### src/rtl/packet_tx.sv
// -----------------------------------------------------------------------------
// packet_tx
//
// Framing transmitter for response packets. A single write strobe captures a
// payload length and sixteen payload byte slots; the block then streams the
// frame
//
//     SYNC_BYTE, LEN, payload[0 .. LEN-1], CHK
//
// over a valid/ready byte interface (normally feeding a UART transmitter).
// LEN is the requested length clamped to MAX_LEN. CHK is the XOR of LEN and
// every payload byte sent.
//
// Ports
//   clk             system clock
//   rst             synchronous reset, active high
//   tx_packet_wr    one-cycle strobe: capture length and payload slots
//   tx_payload_len  requested payload byte count (clamped to MAX_LEN)
//   tx_buf0..15     payload byte slots, tx_buf0 is sent first
//   tx_busy         high from the cycle after capture until the cycle after
//                   the checksum byte has been accepted
//   out_data        stream byte
//   out_valid       out_data is valid
//   out_ready       downstream accepts out_data when high with out_valid
//   frame_count     completed frames, wraps at 0xFFFF
//   drop_count      writes ignored because a frame was in progress,
//                   saturates at 0xFF
// -----------------------------------------------------------------------------
module packet_tx #(
    parameter logic [7:0] SYNC_BYTE = 8'hA5,
    parameter int         MAX_LEN   = 16
) (
    input  logic        clk,
    input  logic        rst,
    input  logic        tx_packet_wr,
    input  logic [7:0]  tx_payload_len,
    input  logic [7:0]  tx_buf0,
    input  logic [7:0]  tx_buf1,
    input  logic [7:0]  tx_buf2,
    input  logic [7:0]  tx_buf3,
    input  logic [7:0]  tx_buf4,
    input  logic [7:0]  tx_buf5,
    input  logic [7:0]  tx_buf6,
    input  logic [7:0]  tx_buf7,
    input  logic [7:0]  tx_buf8,
    input  logic [7:0]  tx_buf9,
    input  logic [7:0]  tx_buf10,
    input  logic [7:0]  tx_buf11,
    input  logic [7:0]  tx_buf12,
    input  logic [7:0]  tx_buf13,
    input  logic [7:0]  tx_buf14,
    input  logic [7:0]  tx_buf15,
    output logic        tx_busy,
    output logic [7:0]  out_data,
    output logic        out_valid,
    input  logic        out_ready,
    output logic [15:0] frame_count,
    output logic [7:0]  drop_count
);

    // The slot count is fixed by the port list; MAX_LEN only bounds LEN and
    // must not exceed it.
    localparam int         SLOTS     = 16;
    localparam logic [7:0] MAX_LEN_B = 8'(MAX_LEN);

    typedef enum logic [2:0] {
        S_IDLE,
        S_SYNC,
        S_LEN,
        S_DATA,
        S_CHK
    } state_t;

    state_t     state;
    state_t     state_next;

    logic [7:0] buf_in [SLOTS];
    logic [7:0] slot_q [SLOTS];
    logic [7:0] len_q;
    logic [7:0] chk_q;
    logic [3:0] idx_q;

    logic [7:0] len_clamped;
    logic       capture;
    logic       handshake;
    logic       last_data;

    assign buf_in[0]  = tx_buf0;
    assign buf_in[1]  = tx_buf1;
    assign buf_in[2]  = tx_buf2;
    assign buf_in[3]  = tx_buf3;
    assign buf_in[4]  = tx_buf4;
    assign buf_in[5]  = tx_buf5;
    assign buf_in[6]  = tx_buf6;
    assign buf_in[7]  = tx_buf7;
    assign buf_in[8]  = tx_buf8;
    assign buf_in[9]  = tx_buf9;
    assign buf_in[10] = tx_buf10;
    assign buf_in[11] = tx_buf11;
    assign buf_in[12] = tx_buf12;
    assign buf_in[13] = tx_buf13;
    assign buf_in[14] = tx_buf14;
    assign buf_in[15] = tx_buf15;

    assign len_clamped = (tx_payload_len > MAX_LEN_B) ? MAX_LEN_B : tx_payload_len;

    // Writes are only honoured between frames; anything arriving while busy
    // is counted as a drop and leaves the latched frame untouched.
    assign capture   = (state == S_IDLE) && tx_packet_wr;
    assign handshake = out_valid && out_ready;
    assign last_data = ({4'd0, idx_q} == (len_q - 8'd1));
    assign tx_busy   = (state != S_IDLE);

    // -------------------------------------------------------------------------
    // State register
    // -------------------------------------------------------------------------
    // NOTE: state and counters use non-blocking assignments so every register
    // samples the pre-edge values; blocking here would create order-dependent
    // races between always_ff blocks.
    always_ff @(posedge clk) begin
        if (rst) begin
            state <= S_IDLE;
        end else begin
            state <= state_next;
        end
    end

    // -------------------------------------------------------------------------
    // Next state and stream outputs
    // -------------------------------------------------------------------------
    // out_data and out_valid are decoded from registered state only, so they
    // stay stable for as long as the downstream stalls.
    // NOTE: every output of this block is given a default first; a path that
    // leaves one unassigned would infer a latch.
    always_comb begin
        state_next = state;
        out_valid  = 1'b0;
        out_data   = 8'h00;

        unique case (state)
            S_IDLE: begin
                if (tx_packet_wr) begin
                    state_next = S_SYNC;
                end
            end

            S_SYNC: begin
                out_valid = 1'b1;
                out_data  = SYNC_BYTE;
                if (out_ready) begin
                    state_next = S_LEN;
                end
            end

            S_LEN: begin
                out_valid = 1'b1;
                out_data  = len_q;
                if (out_ready) begin
                    state_next = (len_q != 8'd0) ? S_DATA : S_CHK;
                end
            end

            S_DATA: begin
                out_valid = 1'b1;
                out_data  = slot_q[idx_q];
                if (out_ready && last_data) begin
                    state_next = S_CHK;
                end
            end

            S_CHK: begin
                out_valid = 1'b1;
                out_data  = chk_q;
                if (out_ready) begin
                    state_next = S_IDLE;
                end
            end

            default: begin
                state_next = S_IDLE;
            end
        endcase
    end

    // -------------------------------------------------------------------------
    // Payload slot storage
    // -------------------------------------------------------------------------
    // NOTE: the slot array carries no reset; it is always overwritten on
    // capture before it is read, so resetting it would only add reset fan-out.
    always_ff @(posedge clk) begin
        if (capture) begin
            for (int i = 0; i < SLOTS; i++) begin
                slot_q[i] <= buf_in[i];
            end
        end
    end

    // -------------------------------------------------------------------------
    // Length, payload index and running checksum
    // -------------------------------------------------------------------------
    // The checksum is seeded with zero and folds in LEN and each payload byte
    // only on the edge where that byte is accepted, so stalls never alter it.
    always_ff @(posedge clk) begin
        if (rst) begin
            len_q <= 8'h00;
            chk_q <= 8'h00;
            idx_q <= 4'd0;
        end else if (capture) begin
            len_q <= len_clamped;
            chk_q <= 8'h00;
            idx_q <= 4'd0;
        end else if (handshake) begin
            if (state == S_LEN) begin
                chk_q <= chk_q ^ len_q;
            end else if (state == S_DATA) begin
                chk_q <= chk_q ^ slot_q[idx_q];
                idx_q <= idx_q + 4'd1;
            end
        end
    end

    // -------------------------------------------------------------------------
    // Frame and drop counters
    // -------------------------------------------------------------------------
    always_ff @(posedge clk) begin
        if (rst) begin
            frame_count <= 16'h0000;
            drop_count  <= 8'h00;
        end else begin
            if (handshake && (state == S_CHK)) begin
                frame_count <= frame_count + 16'd1;
            end
            if (tx_packet_wr && tx_busy && (drop_count != 8'hFF)) begin
                drop_count <= drop_count + 8'd1;
            end
        end
    end

endmodule
### config.mk
export PLATFORM = sky130hd
export DESIGN_NAME = packet_tx
export DESIGN_NICKNAME = d
export VERILOG_FILES = /design/src/rtl/packet_tx.sv
export SDC_FILE = /design/constraint.sdc
export NUM_CORES = 1
export LEC_CHECK = 0
export CAP_MARGIN = 20
export CORE_MARGIN = 2
export CORE_UTILIZATION = 54
export DETAILED_ROUTE_END_ITERATION = 10
export PLACE_DENSITY_LB_ADDON = 0.08
export SKIP_LAST_GASP = 1
export SLEW_MARGIN = 20
export SYNTH_ARGS = -nofsm -noshare
export SYNTH_HDL_FRONTEND = slang
export SYNTH_SLANG_ARGS = --single-unit
### constraint.sdc
create_clock -name clk -period 9.35 [get_ports clk]
set_input_delay 0.935 -clock clk [delete_from_list [all_inputs] [get_ports clk]]
set_output_delay 0.935 -clock clk [all_outputs]
set_load 0.005 [all_outputs]
==> impl_results.md <==
- Result of the run: complete, no violations
- TritonCTS clock tree: built
- Start-to-end type of the worst setup path: flip-flop to output port
- Cell types occupying the most area after synthesis: edfxtp_1, dfxtp_1, mux4_2
- Setup fix buffers added after clock tree synthesis: 0
- Clock-pin slew on the worst setup and hold paths: 60 ps
- Library cell occupying the most area in the post-synthesis netlist: edfxtp_1
- Worst rel slew slack: 0.303
- Die width: 122 um
- Die Footprint: 14900 um2
- Unrepaired setup endpoints after global routing: no
- LEAKAGE: 3.22 nW
- GRT Max-Usage Layer: met2
- DRT antenna net count: 0
- Kind of start point of the critical path: flip-flop
- Syn Nets: 657
- Total placed cells including tap cells: 839
- Min Clock Period, post-route: 4200 ps
- Total detailed-routing wirelength: 16.2 mm
- Number of buffers created by CTS: 17
- Clk Tree Root Cell: clkbuf_16
- Height of the die: 122 um
- Final HPWL DP: 11.6 mm
- Cell-by-cell trace of the critical path: mux4_1, mux2_2, nand2_1, o21ai_1, a221o_1, clkdlybuf4s50_1
- Met2 Usage GRT: 0.366
- Power per cell area: 193 nW/um2
- Buffer levels on the longest clock path: 2
- Largest stage delay on the critical path: 840 ps
- First-pass iteration count of the detailed router: 5
- Antenna Diode Count: 0
- DR vias/cell: 5.66
- Met1 layer usage reported by global route: 0.296
- Via count of the first global-routing pass: 4921
- Port buffer count: 173
- Most common cell in the netlist: edfxtp_1
- Global-route wire length before repair: 25.1 mm
- CP top delay family: multiplexers
- Cells resized by post-CTS repair: 0
- Total congestion overflow after global routing: 0
- Least-Margin Pin Slew: 1040 ps
- Share of post-route cells with drive strength above 1: 0.0883
- Type of the most critical hold path: flip-flop to flip-flop
- Synth Warn #: 0
- Area share of the leading cell type in the synthesized netlist: 0.510
- Internal power contribution: 0.00147 W
- Number of core rows: 43
- Clk pwr share: 0.337
- Endpoint required time on the critical path: 8420 ps
- Hold violation count in the final report: 0
- Async set-or-reset flop fraction in the synthesized netlist: 0
- Worst setup skew after layout: 7.85 ps
- Number of hold buffers added after cts: 0
- Library cell contributing the largest single delay on the critical path: dfxtp_2
- Tcrit/Tclk final: 0.449
- Flip-flop and latch count after synthesis: 179
- # clock sinks: 179
- Max-cap check violation count: 0
- Top cell types by occurrence after synthesis: edfxtp_1, dfxtp_1, nor2_1
- Average cell area after synthesis: 14.7 um2
- Final hold slack: 527 ps
- Layout net count: 822
- Final Wtd Congestion: 0.844
- Maximum number of pins on one net before global-route repair: 73
- Count of unique library cells instantiated by Yosys: 51
- CP Buf/Inv Count: 1
- EDFF count, synth: 128
- Logic pwr share: 0.138
- Level count of the clock H-tree: 4
- Finished Layout Cells: 871
- WL per Instance: 18.7 um
- Portion of the post-synthesis area used by sequential elements: 0.646
- Switching power share of the total: 0.231
- Data arrival at the endpoint of the critical path: 3270 ps
- Dominant synthesized flop cell: edfxtp_1
- Net switching power: 0.000442 W
- Netlist area before placement: 7540 um2
- Summed negative setup slack over all endpoints: 0 ps
- Final count of negative-setup-slack endpoints: 0
- Critical path fanouts, max: 24
- Final routed DRC violation total: 0
- Area inside the core boundary: 13800 um2
- Initial core utilization: 0.547
- Clock latency at the later pin of the worst-skew pair: 430 ps
- Sequential power share: 0.526
- Via count: 4930
- GRT Total Usage: 0.226
- Met3 GRT Util: 0.0599
- Synthesis-to-layout area growth: 31.1%
- Max-slew violation total from the final report: 0
- Max rail drop VDD: 0.000126 V
- Fmax: 238 MHz
- Post-Syn Instances: 513
- Ports: 174
- Number of DRC violations after detailed-routing iteration 0: 327
- Number of antenna violations at the first check in global routing: 0
- Setup crit end kind: output port
-- stage by stage --
| stage | area [um2] | total power, W | utilization | worst slack [ps] |
|---|---|---|---|---|
| 6_report | 9880 | 0.00191 | 0.717 | 5150 |
| 5_1_grt | 9880 | 0.00199 | 0.717 | 5020 |
| 4_1_cts | 9880 | 0.00192 | 0.718 | 5080 |
| 3_5_place_dp | 9360 | 0.00129 | 0.680 | 5530 |
| 3_3_place_gp | 9360 | 0.00127 | 0.680 | 5590 |
| 2_1_floorplan | 7540 | 0.00116 | - | 3540 |
-- layout by cell type, fill, tap and decap left out, drive strengths merged, types with 16 or more instances in the layout --
master           n
nor2            49
nand2           28
xnor2           25
nand4           16
dfxtp           51
mux2i           20
clkdlybuf4s50  172
mux4            32
clkbuf          26
o21ai           16
edfxtp         128
-- cells by family (layout without fill, tap and decap cells) --
family / after synthesis / after routing / share of synthesized area
xor gates and xnor gates: 37 / 37 / 0.0430
AOI/OAI and AO/OA: 54 / 54 / 0.0493
and+or+nand+nor: 146 / 146 / 0.0986
adders and majority gates: 4 / 4 / 0.00664
buffers and inverters: 37 / 215 / 0.0242
DFF: 179 / 179 / 0.646
muxes: 56 / 56 / 0.133
-- final cells by class --
class / count / area (um2)
Tap cell: 180 / 225
Timing Repair Buffer: 175 / 1740
Clock inverter: 6 / 61.3
Inverter: 8 / 30.0
Clock buffer: 26 / 459
Multi-Input combinational cell: 297 / 2490
Fill cell: 954 / 3890
Sequential cell: 179 / 4870
-- sequential cells by signal, indices dropped and copies added (netlist names), named ones only --
register     cells
len_q            8
state            3
chk_q            8
slot_q         128
drop_count       8
idx_q            4
frame_count     16
-- layer usage --
metal  vias to the layer above  part of all wire
li1                       2315                 -
met1                      2390              0.42
met2                       206              0.50
met3                        19             0.064
met4                         0             0.015
met5                         -                 0
-- tightest hold or removal path, stage by stage, from the launching register on --
cell and delay [ps]:
dfxtp_1 330, o21ai_0 80, a21oi_1 70
-- power by group through the flow --
stage	Combinational (W)	Clock [W]	Sequential, W
4_1_cts	0.000266	0.000651	0.00100
3_5_place_dp	0.000264	0	0.00102
2_1_floorplan	0.000146	0	0.00102
3_3_place_gp	0.000256	0	0.00101
6_report	0.000263	0.000644	0.00100
5_1_grt	0.000285	0.000688	0.00101
-- path summary, 6_finish.rpt --
kind / to / start / slack, ps / depth (start not counted)
setup reg to reg: flip-flop / state[0] / 6310 / 5
hold reg to reg: frame_count[9] / frame_count[9] / 530 / 2
setup / recovery: out_data[0] / flip-flop / 5150 / 6
hold / removal: frame_count[9] / frame_count[9] / 530 / 2
(Power assumes the default switching activity.)
